### src/rtl/core_pipe_exec_opr_if.sv
// Decode/forwarding/execute signal bundle for the decode-to-execute stage register.
// The master side is decode plus the forwarding sources plus the execute consumer;
// the slave side is the stage register itself.
interface core_pipe_exec_opr_if #(
    parameter int XLEN = 64,
    parameter int OPW  = 10
);
    // Decode side
    logic            s_valid;
    logic            s_ready;
    logic [4:0]      s_rs1;
    logic [4:0]      s_rs2;
    logic [XLEN-1:0] s_rs1_data;
    logic [XLEN-1:0] s_rs2_data;
    logic [XLEN-1:0] s_pc;
    logic [XLEN-1:0] s_imm;
    logic            s_a_pc;
    logic            s_b_imm;
    logic            s_word;
    logic [OPW-1:0]  s_op;

    // Forwarding buses: f0 is the newest result (memory), f1 the older one (writeback)
    logic            f0_valid;
    logic [4:0]      f0_rd;
    logic [XLEN-1:0] f0_data;
    logic            f1_valid;
    logic [4:0]      f1_rd;
    logic [XLEN-1:0] f1_data;

    // Execute side
    logic            e_valid;
    logic            e_ready;
    logic [XLEN-1:0] opr_a;
    logic [XLEN-1:0] opr_b;
    logic            e_word;
    logic [OPW-1:0]  e_op;

    modport master (
        output s_valid, s_rs1, s_rs2, s_rs1_data, s_rs2_data, s_pc, s_imm,
               s_a_pc, s_b_imm, s_word, s_op,
               f0_valid, f0_rd, f0_data, f1_valid, f1_rd, f1_data, e_ready,
        input  s_ready, e_valid, opr_a, opr_b, e_word, e_op
    );

    modport slave (
        input  s_valid, s_rs1, s_rs2, s_rs1_data, s_rs2_data, s_pc, s_imm,
               s_a_pc, s_b_imm, s_word, s_op,
               f0_valid, f0_rd, f0_data, f1_valid, f1_rd, f1_data, e_ready,
        output s_ready, e_valid, opr_a, opr_b, e_word, e_op
    );
endinterface

### src/rtl/core_pipe_exec_opr.sv
// Decode-to-execute stage register. Captures one decoded instruction per handshake,
// resolves operands from register file / forwarding / PC / immediate, and keeps
// held register operands fresh from the forwarding buses while execute stalls.
module core_pipe_exec_opr #(
    parameter int XLEN = 64,
    parameter int OPW  = 10
) (
    input  logic                 g_clk,
    input  logic                 g_rst,
    input  logic                 flush,
    core_pipe_exec_opr_if.slave  bus
);

    logic            e_valid_reg;
    logic [XLEN-1:0] opr_a_reg;
    logic [XLEN-1:0] opr_b_reg;
    logic            e_word_reg;
    logic [OPW-1:0]  e_op_reg;
    // Held source register numbers, index 0 = rs1/operand A, 1 = rs2/operand B
    logic [1:0][4:0] held_rs_reg;
    // Operand is register-sourced (eligible for forwarding refresh)
    logic [1:0]      reg_src_reg;

    logic [1:0][XLEN-1:0] resolved_in;
    logic [1:0]           refresh_hit;
    logic [1:0][XLEN-1:0] refresh_val;

    logic accept;
    logic consume;

    // Ready ignores flush on purpose: a flushed handshake simply gets dropped.
    assign bus.s_ready = !e_valid_reg || bus.e_ready;
    assign accept      = bus.s_valid && bus.s_ready && !flush;
    assign consume     = e_valid_reg && bus.e_ready;

    genvar gi;
    generate
        for (gi = 0; gi < 2; gi++) begin : g_src
            logic [4:0]      rs_in;
            logic [XLEN-1:0] rf_in;
            logic [XLEN-1:0] val_in;
            logic            hit_held;
            logic [XLEN-1:0] val_held;

            assign rs_in = (gi == 0) ? bus.s_rs1 : bus.s_rs2;
            assign rf_in = (gi == 0) ? bus.s_rs1_data : bus.s_rs2_data;

            // Incoming operand: x0 reads zero, then newest forward, older forward, regfile
            always_comb begin
                val_in = rf_in;
                if (rs_in == 5'd0) begin
                    val_in = '0;
                end else if (bus.f0_valid && (bus.f0_rd == rs_in)) begin
                    val_in = bus.f0_data;
                end else if (bus.f1_valid && (bus.f1_rd == rs_in)) begin
                    val_in = bus.f1_data;
                end
            end

            // Held operand refresh: same priority; x0 never refreshes
            always_comb begin
                hit_held = 1'b0;
                val_held = bus.f1_data;
                if (held_rs_reg[gi] != 5'd0) begin
                    if (bus.f0_valid && (bus.f0_rd == held_rs_reg[gi])) begin
                        hit_held = 1'b1;
                        val_held = bus.f0_data;
                    end else if (bus.f1_valid && (bus.f1_rd == held_rs_reg[gi])) begin
                        hit_held = 1'b1;
                        val_held = bus.f1_data;
                    end
                end
            end

            assign resolved_in[gi] = val_in;
            assign refresh_hit[gi] = hit_held && reg_src_reg[gi];
            assign refresh_val[gi] = val_held;
        end
    endgenerate

    // Stage register: reset > flush > accept > consume > hold-with-refresh
    always_ff @(posedge g_clk) begin
        if (g_rst) begin
            e_valid_reg <= 1'b0;
            opr_a_reg   <= '0;
            opr_b_reg   <= '0;
            e_word_reg  <= 1'b0;
            e_op_reg    <= '0;
            held_rs_reg <= '0;
            reg_src_reg <= '0;
        end else if (flush) begin
            e_valid_reg <= 1'b0;
            e_op_reg    <= '0;
        end else if (accept) begin
            e_valid_reg <= 1'b1;
            opr_a_reg   <= bus.s_a_pc  ? bus.s_pc  : resolved_in[0];
            opr_b_reg   <= bus.s_b_imm ? bus.s_imm : resolved_in[1];
            e_word_reg  <= bus.s_word;
            e_op_reg    <= bus.s_op;
            held_rs_reg <= {bus.s_rs2, bus.s_rs1};
            reg_src_reg <= {!bus.s_b_imm, !bus.s_a_pc};
        end else if (consume) begin
            // Operands intentionally keep their last values after consume
            e_valid_reg <= 1'b0;
            e_op_reg    <= '0;
        end else if (e_valid_reg) begin
            if (refresh_hit[0]) begin
                opr_a_reg <= refresh_val[0];
            end
            if (refresh_hit[1]) begin
                opr_b_reg <= refresh_val[1];
            end
        end
    end

    assign bus.e_valid = e_valid_reg;
    assign bus.opr_a   = opr_a_reg;
    assign bus.opr_b   = opr_b_reg;
    assign bus.e_word  = e_word_reg;
    assign bus.e_op    = e_op_reg;

endmodule

### src/flat_wrapper.sv
// flat-port wrapper written by rule: the top's interface ports become plain ports
module core_pipe_exec_opr_flat 
#(
    parameter int XLEN = 64,
    parameter int OPW  = 10
)
  (g_clk, g_rst, flush, bus_s_valid, bus_s_rs1, bus_s_rs2, bus_s_rs1_data, bus_s_rs2_data, bus_s_pc, bus_s_imm, bus_s_a_pc, bus_s_b_imm, bus_s_word, bus_s_op, bus_f0_valid, bus_f0_rd, bus_f0_data, bus_f1_valid, bus_f1_rd, bus_f1_data, bus_e_ready, bus_s_ready, bus_e_valid, bus_opr_a, bus_opr_b, bus_e_word, bus_e_op);
  core_pipe_exec_opr_if #(.XLEN(XLEN), .OPW(OPW)) bus_i ();
  input  logic g_clk;
  input  logic g_rst;
  input  logic flush;
  input wire logic [$bits(bus_i.s_valid)-1:0] bus_s_valid;
  input wire logic [$bits(bus_i.s_rs1)-1:0] bus_s_rs1;
  input wire logic [$bits(bus_i.s_rs2)-1:0] bus_s_rs2;
  input wire logic [$bits(bus_i.s_rs1_data)-1:0] bus_s_rs1_data;
  input wire logic [$bits(bus_i.s_rs2_data)-1:0] bus_s_rs2_data;
  input wire logic [$bits(bus_i.s_pc)-1:0] bus_s_pc;
  input wire logic [$bits(bus_i.s_imm)-1:0] bus_s_imm;
  input wire logic [$bits(bus_i.s_a_pc)-1:0] bus_s_a_pc;
  input wire logic [$bits(bus_i.s_b_imm)-1:0] bus_s_b_imm;
  input wire logic [$bits(bus_i.s_word)-1:0] bus_s_word;
  input wire logic [$bits(bus_i.s_op)-1:0] bus_s_op;
  input wire logic [$bits(bus_i.f0_valid)-1:0] bus_f0_valid;
  input wire logic [$bits(bus_i.f0_rd)-1:0] bus_f0_rd;
  input wire logic [$bits(bus_i.f0_data)-1:0] bus_f0_data;
  input wire logic [$bits(bus_i.f1_valid)-1:0] bus_f1_valid;
  input wire logic [$bits(bus_i.f1_rd)-1:0] bus_f1_rd;
  input wire logic [$bits(bus_i.f1_data)-1:0] bus_f1_data;
  input wire logic [$bits(bus_i.e_ready)-1:0] bus_e_ready;
  output wire logic [$bits(bus_i.s_ready)-1:0] bus_s_ready;
  output wire logic [$bits(bus_i.e_valid)-1:0] bus_e_valid;
  output wire logic [$bits(bus_i.opr_a)-1:0] bus_opr_a;
  output wire logic [$bits(bus_i.opr_b)-1:0] bus_opr_b;
  output wire logic [$bits(bus_i.e_word)-1:0] bus_e_word;
  output wire logic [$bits(bus_i.e_op)-1:0] bus_e_op;
  assign bus_i.s_valid = bus_s_valid;
  assign bus_i.s_rs1 = bus_s_rs1;
  assign bus_i.s_rs2 = bus_s_rs2;
  assign bus_i.s_rs1_data = bus_s_rs1_data;
  assign bus_i.s_rs2_data = bus_s_rs2_data;
  assign bus_i.s_pc = bus_s_pc;
  assign bus_i.s_imm = bus_s_imm;
  assign bus_i.s_a_pc = bus_s_a_pc;
  assign bus_i.s_b_imm = bus_s_b_imm;
  assign bus_i.s_word = bus_s_word;
  assign bus_i.s_op = bus_s_op;
  assign bus_i.f0_valid = bus_f0_valid;
  assign bus_i.f0_rd = bus_f0_rd;
  assign bus_i.f0_data = bus_f0_data;
  assign bus_i.f1_valid = bus_f1_valid;
  assign bus_i.f1_rd = bus_f1_rd;
  assign bus_i.f1_data = bus_f1_data;
  assign bus_i.e_ready = bus_e_ready;
  assign bus_s_ready = bus_i.s_ready;
  assign bus_e_valid = bus_i.e_valid;
  assign bus_opr_a = bus_i.opr_a;
  assign bus_opr_b = bus_i.opr_b;
  assign bus_e_word = bus_i.e_word;
  assign bus_e_op = bus_i.e_op;
  core_pipe_exec_opr #(.XLEN(XLEN), .OPW(OPW)) u_core (.g_clk(g_clk), .g_rst(g_rst), .flush(flush), .bus(bus_i));
endmodule
### config.mk
export PLATFORM = sky130hd
export DESIGN_NAME = core_pipe_exec_opr_flat
export DESIGN_NICKNAME = d
export VERILOG_FILES = /design/src/rtl/core_pipe_exec_opr_if.sv /design/src/rtl/core_pipe_exec_opr.sv /design/src/flat_wrapper.sv
export SDC_FILE = /design/constraint.sdc
export NUM_CORES = 1
export LEC_CHECK = 0
export BUFFER_PORTS_ARGS = -buffer_cell sky130_fd_sc_hd__buf_2
export CAP_MARGIN = 20
export CORE_AREA = 2 2 219 221
export DETAILED_ROUTE_END_ITERATION = 10
export DIE_AREA = 0 0 221 223
export PLACE_DENSITY = 0.44
export SLEW_MARGIN = 20
export SYNTH_ARGS = -nofsm -noshare
export SYNTH_HDL_FRONTEND = slang
export SYNTH_SLANG_ARGS = --single-unit
### constraint.sdc
create_clock -name g_clk -period 2.6 [get_ports g_clk]
set_input_delay 0 -clock g_clk [delete_from_list [all_inputs] [get_ports g_clk]]
set_output_delay 0 -clock g_clk [all_outputs]
set_load 0.02 [all_outputs]
Word-level counts from Yosys, hierarchy flattened
Index checks and enable logic that the tools add are counted.
W data, S select, Z words.

operators by class
  bitwise operators = 1
  multiplexer cells = 30
  equality and inequality tests = 9
  reductions and logical operators = 30

operators with widths
  cell                  count
  $mux W64              20
  $eq A5 B5 Y1          8
  $mux W10              2
  $logic_and A1 B1 Y1   13
  $logic_not A5 Y1      2
  $reduce_bool A5 Y1    2
  $mux W1               8
  $reduce_and A4 Y1     2
  $reduce_bool A2 Y1    4
  $logic_not A1 Y1      4
  $ne A2 B1 Y1 const B  1
  $reduce_and A2 Y1     1
  $reduce_or A2 Y1      1
  $logic_or A1 B1 Y1    1
  $not A1 Y1            1

word-level totals
  register bits after elaboration = 152
  word-level logic and storage cells = 78
  input bits = 424

Logic depth before layout (Yosys ltp)
  depth in word-level cells = 10
  mapped depth = 10
  depth with buffers taken out = 6

Worst setup path after synthesis
Ideal clock, no wire load.

  path type = register to register
  from = register u_core.e_valid_reg (netlist: u_core.bus.e_valid)
  to = register u_core.opr_b_reg[10] (netlist: u_core.bus.opr_b[10])
  data required time = 2.483 ns
  setup slack = 0.469 ns
  arrival = 2.014 ns
  stages on the path, launching flop included = 10
  path buffers = 3
  period minus slack after synthesis = 2.131 ns
  setup time = 0.117 ns
  path through = dfxtp_1 > nand2b_1 > clkbuf_1 > nor2_1 > and4_1 > a22oi_1 > buf_2 > buf_1 > a31oi_1 > a22o_1

between the ends
  word-level cells in the longest chain between the ends = 6

ends and longest elaborated chain
  element                                                              RTL line                   source
  start: declaration                                                   core_pipe_exec_opr.sv:14   logic e_valid_reg;
  start signal: assignment                                             core_pipe_exec_opr.sv:84   e_valid_reg <= 1'b0;
  start signal: assignment                                             core_pipe_exec_opr.sv:92   e_valid_reg <= 1'b0;
  start signal: assignment                                             core_pipe_exec_opr.sv:95   e_valid_reg <= 1'b1;
  $logic_not A1 Y1 (*)                                                 core_pipe_exec_opr.sv:32   assign bus.s_ready = !e_valid_reg || bus.e_ready;
  $logic_or A1 B1 Y1 (*)                                               core_pipe_exec_opr.sv:32
  via bus_s_ready                                                      flat_wrapper.sv:30         output wire logic [$bits(bus_i.s_ready)-1:0] bus_s_ready;
  $logic_and A1 B1 Y1 (*) (2 in series)                                core_pipe_exec_opr.sv:33   assign accept = bus.s_valid && bus.s_ready && !flush;
  $ne A2 B1 Y1 (no source line) or $reduce_bool A2 Y1 (tied branches)  -
  $reduce_and A4 Y1 (no source line)                                   -
  end signal: assignment                                               core_pipe_exec_opr.sv:97   opr_b_reg <= bus.s_b_imm ? bus.s_imm : resolved_in[1];
  end signal: assignment                                               core_pipe_exec_opr.sv:111  opr_b_reg <= refresh_val[1];
  end: declaration                                                     core_pipe_exec_opr.sv:16   logic [XLEN-1:0] opr_b_reg;

The timed path passes the listed nets; every way through them passes the cells marked *.
A chain may end at the register's enable or synchronous reset.

Worst setup path in the final report
  from = input bus_s_rs2[3]
  to = register u_core.opr_b_reg[5] (netlist: u_core.bus.opr_b[5])

between the ends
  word-level cells in the longest chain between the ends = 7

ends and longest elaborated chain
  element              RTL line                  source
  start: declaration   flat_wrapper.sv:14        input wire logic [$bits(bus_i.s_rs2)-1:0] bus_s_rs2;
  $eq A5 B5 Y1         core_pipe_exec_opr.sv:55  end else if (bus.f1_valid && (bus.f1_rd == rs_in)) begin
  $logic_and A1 B1 Y1  core_pipe_exec_opr.sv:55
  $mux W64             core_pipe_exec_opr.sv:55
  $mux W64             core_pipe_exec_opr.sv:53  end else if (bus.f0_valid && (bus.f0_rd == rs_in)) begin
  $mux W64 (*)         core_pipe_exec_opr.sv:51  if (rs_in == 5'd0) begin
  $mux W64 (*)         core_pipe_exec_opr.sv:97
  $mux W64 (*)         core_pipe_exec_opr.sv:94  end else if (accept) begin

Mark *: on every way between the ends. The rest lies on a longest branch, timed or not.

==> run summary <==
SETUP PATH
----------------------------------------------------------------------------
Classification of the worst setup path                          input port to flip-flop
CP Data Required Time                                                2.97 ns
Arrival time at the worst endpoint                                   2.87 ns
Path depth of the worst reg2reg path                                       8
Worst R2R Setup Slack                                                0.18 ns
Kind of start point of the critical path                          input port
Maximum fanout along the worst path                                       30
Reg-to-reg startpoint                                           u_core.bus.e_valid
Worst reg2reg endpoint                                          u_core.bus.opr_b[37]
CP startpoint                                                   bus_s_rs2[3]
Type of destination of the critical path                           flip-flop

PLACE
----------------------------------------------------------------------------
Port Buf Inserts                                                         564
Global placement routability congestion                               0.8639
Cell Count Post-Placement                                               2493
Hpwl dp                                                             43.37 mm

TIMING
----------------------------------------------------------------------------
Final Skew                                                        0.01770 ns
Max Freq                                                          0.4008 GHz
Max transition margin                                                 0.3749
Period minus WS final                                               2.495 ns
TNS Setup                                                               0 ns
Fin. max-slew vios                                                         0
Final-report hold violation count                                          0
Final number of setup-violating endpoints                                  0
Slew at the pin closest to its max-slew limit                      0.9355 ns
Unrepaired setup endpoints after global routing                           no
Final Cycle Share                                                     0.9597

SYNTHESIS
----------------------------------------------------------------------------
Library cell with the highest instance count after synthesis    sky130_fd_sc_hd__nand2_1
Ranking of synthesized cells by instance count                  sky130_fd_sc_hd__nand2_1 (286), sky130_fd_sc_hd__dfxtp_1 (152), sky130_fd_sc_hd__a21oi_1 (148)
Sequential-to-total area share from yosys stat                        0.2778
Yosys top cell by area                                          sky130_fd_sc_hd__dfxtp_1
Post-synth EDFFs                                                           0
Top cell type's share of synthesized area                             0.2778
Fraction of registers with async set or reset after synthesis              0
Register bit total from synthesis                                        152
Netlist Area Pre-Place                                           10960 sq um
Number of nets produced by synthesis                                    1852
Top cells by area in the synthesized netlist                    sky130_fd_sc_hd__dfxtp_1 (28%), sky130_fd_sc_hd__mux2i_1 (12%), sky130_fd_sc_hd__nand2_1 (9.8%)
Mean instance size in the synthesized netlist                    7.672 sq um
Cell count after synthesis                                              1428
Synth warn                                                                 0
Most instantiated flip-flop cell in the synthesis netlist       sky130_fd_sc_hd__dfxtp_1
Number of distinct library cells after synthesis                          45

DIE
----------------------------------------------------------------------------
Die Outline Area                                                 49280 sq um
X dimension of the die                                                221 um
Number of core rows                                                       80
Die H                                                                 223 um
Placeable core area                                              47150 sq um
Initial cell density of the core                                      0.2324
Number of top-level pins                                                 565

PWR
----------------------------------------------------------------------------
Sequential group share of total power                                  0.340
P_leak                                                              7.926 nW
Switching pwr                                                       2.384 mW
Power Dens Cells                                                406.5 nW/um^2
Clock group share of total power                                       0.369
Switching Share                                                       0.3167
Int Power                                                           5.144 mW
Power share of the combinational group                                 0.291
Worst voltage drop across the vdd grid                             0.4835 mV

GLOBAL ROUTING
----------------------------------------------------------------------------
Aggregate global-route resource usage                                 0.2531
First-pass GRT wire length                                          96.43 mm
Total overflow reported by the global router                               0
Via count of the first global-routing pass                             15620
Largest net degree at the start of global routing                         92
Antenna violations before repair                                           6

ROUTE
----------------------------------------------------------------------------
Iteration count of the initial detailed-routing pass                       5
DRT antenna net count                                                      0
Post-route DRC violation count                                             0
Violation count after the first detailed-routing iteration              1146
Vias after detailed routing                                            15410
Vias/cell                                                              5.356
Wirelength, routed                                                  65.79 mm
Routed wire per std cell                                            22.87 um

MIN PATH
----------------------------------------------------------------------------
Worst hold path startpoint                                      bus_f0_data[7]
Number of cells traversed by the worst hold path                           4
Worst min-delay path category                                   input port to flip-flop
End of the worst hold path                                      u_core.bus.opr_b[7]

CLOCKING
----------------------------------------------------------------------------
CTS tree                                                               built
Clk_lat worst skew                                                   0.47 ns
Clock buffer depth                                                         2
CTS clk-pin slew, worst paths                                        0.08 ns
Cell at the root of the clock tree                              sky130_fd_sc_hd__clkbuf_16
Number of buffers created by CTS                                          17
Clock sink count                                                         152
Total number of H-tree levels                                              4

FINISH
----------------------------------------------------------------------------
P&R area growth vs syn                                                69.02%
Total number of nets in the final design                                2670
Footprint of the multi-input gates                                7234 sq um
Sequential standard cell area                                     3043 sq um
Fill cell total of the finished layout                                  4801
Non-filler cells, final                                                 2877
Fraction of layout cells with a size suffix above 1                   0.2976

STATUS
----------------------------------------------------------------------------
Outcome                                                         finished clean

FLOW RUN
----------------------------------------------------------------------------
Max-capacitance violation count                                            0

-- per-layer routing --
layer  global-route usage  part of all wire
met1               0.3049              0.41
met2               0.4357              0.48
met3              0.05373             0.069
met4               0.1065             0.037
met5                    0           0.00017
-- worst max-delay path by stage --
stage / to / slack [ns]
5_1_grt: u_core.bus.opr_b[58] / 0.003
2_1_floorplan: u_core.bus.opr_b[10] / 0.47
6_report: u_core.bus.opr_b[5] / 0.10
3_3_place_gp: u_core.bus.opr_a[6] / 0.27
3_5_place_dp: u_core.bus.opr_a[17] / 0.22
4_1_cts: u_core.bus.opr_b[50] / 0.16
-- final cells by class --
class                   instances  share of cell area
repair buffers                957              0.3694
clock inverters                 9            0.007974
clock buffers                  22             0.02507
diodes                          4           0.0005406
multi-input cells            1116              0.3907
inverters                       2           0.0004054
flip-flops and latches        152              0.1643
well taps                     615             0.04156
-- repair_timing --
action                     CTS  global route
hold buffers               347             0
setup buffers                0             1
hold endpoints to repair   122             0
setup endpoints to repair    0            25
gates resized for setup      0             6
-- cell families (layout without fill, tap and decap cells) --
| family | after synthesis | count (layout) | share of synthesized area |
|---|---|---|---|
| xor gates and xnor gates | 40 | 40 | 0.03198 |
| DFF | 152 | 152 | 0.2778 |
| AOI/OAI and AO/OA | 608 | 608 | 0.3786 |
| buffers and inverters | 160 | 990 | 0.06932 |
| and+or+nand+nor | 340 | 340 | 0.1254 |
| muxes | 128 | 128 | 0.1169 |
| other | 0 | 4 | 0 |
-- cell usage in the layout, fill, tap and decap left out, drive strengths merged, types with 5 or more instances in the layout --
cell type    count
nand2          286
a22o            57
a21oi          148
o21ai          122
xnor2           28
a22oi           11
mux2i          128
o221a           71
nor2            25
a31oi          128
clkbuf          23
a221oi          57
a211oi           9
dlygate4sd3    347
buf            609
dfxtp          152
nand4            5
xor2            12
-- worst max-delay path, stage by stage --
cell and delay, ns:
sky130_fd_sc_hd__dlygate4sd3_1 0.54, sky130_fd_sc_hd__buf_2 0.16, sky130_fd_sc_hd__xor2_1 0.16, sky130_fd_sc_hd__nor4_1 0.30, sky130_fd_sc_hd__and3_4 0.32, sky130_fd_sc_hd__buf_16 0.26
sky130_fd_sc_hd__mux2i_2 0.26, sky130_fd_sc_hd__dlygate4sd3_1 0.58, sky130_fd_sc_hd__o21ai_0 0.07, sky130_fd_sc_hd__a22o_1 0.19
-- stage by stage --
stage | hold slack (ns) | utilization | power [mW] | setup WS [ns] | area [sq um]
floorplan | 0.1360 | - | 3.449 | 0.4694 | 10960
global placement | 0.2479 | 0.3044 | 4.335 | 0.2732 | 14350
detailed placement | 0.2572 | 0.3044 | 4.348 | 0.2233 | 14350
CTS | 0.00001757 | 0.3911 | 7.546 | 0.1610 | 18440
global route | 0.01496 | 0.3928 | 7.805 | 0.003492 | 18520
finish | 0.02113 | 0.3928 | 7.527 | 0.1048 | 18520
-- power groups by stage --
stage / logic [mW] / clock network (mW) / registers, mW
detailed placement: 1.74 / 0 / 2.61
global placement: 1.73 / 0 / 2.61
floorplan: 0.696 / 0 / 2.75
finish: 2.19 / 2.78 / 2.56
global route: 2.32 / 2.91 / 2.57
CTS: 2.15 / 2.84 / 2.56
(Power assumes the default switching activity.)
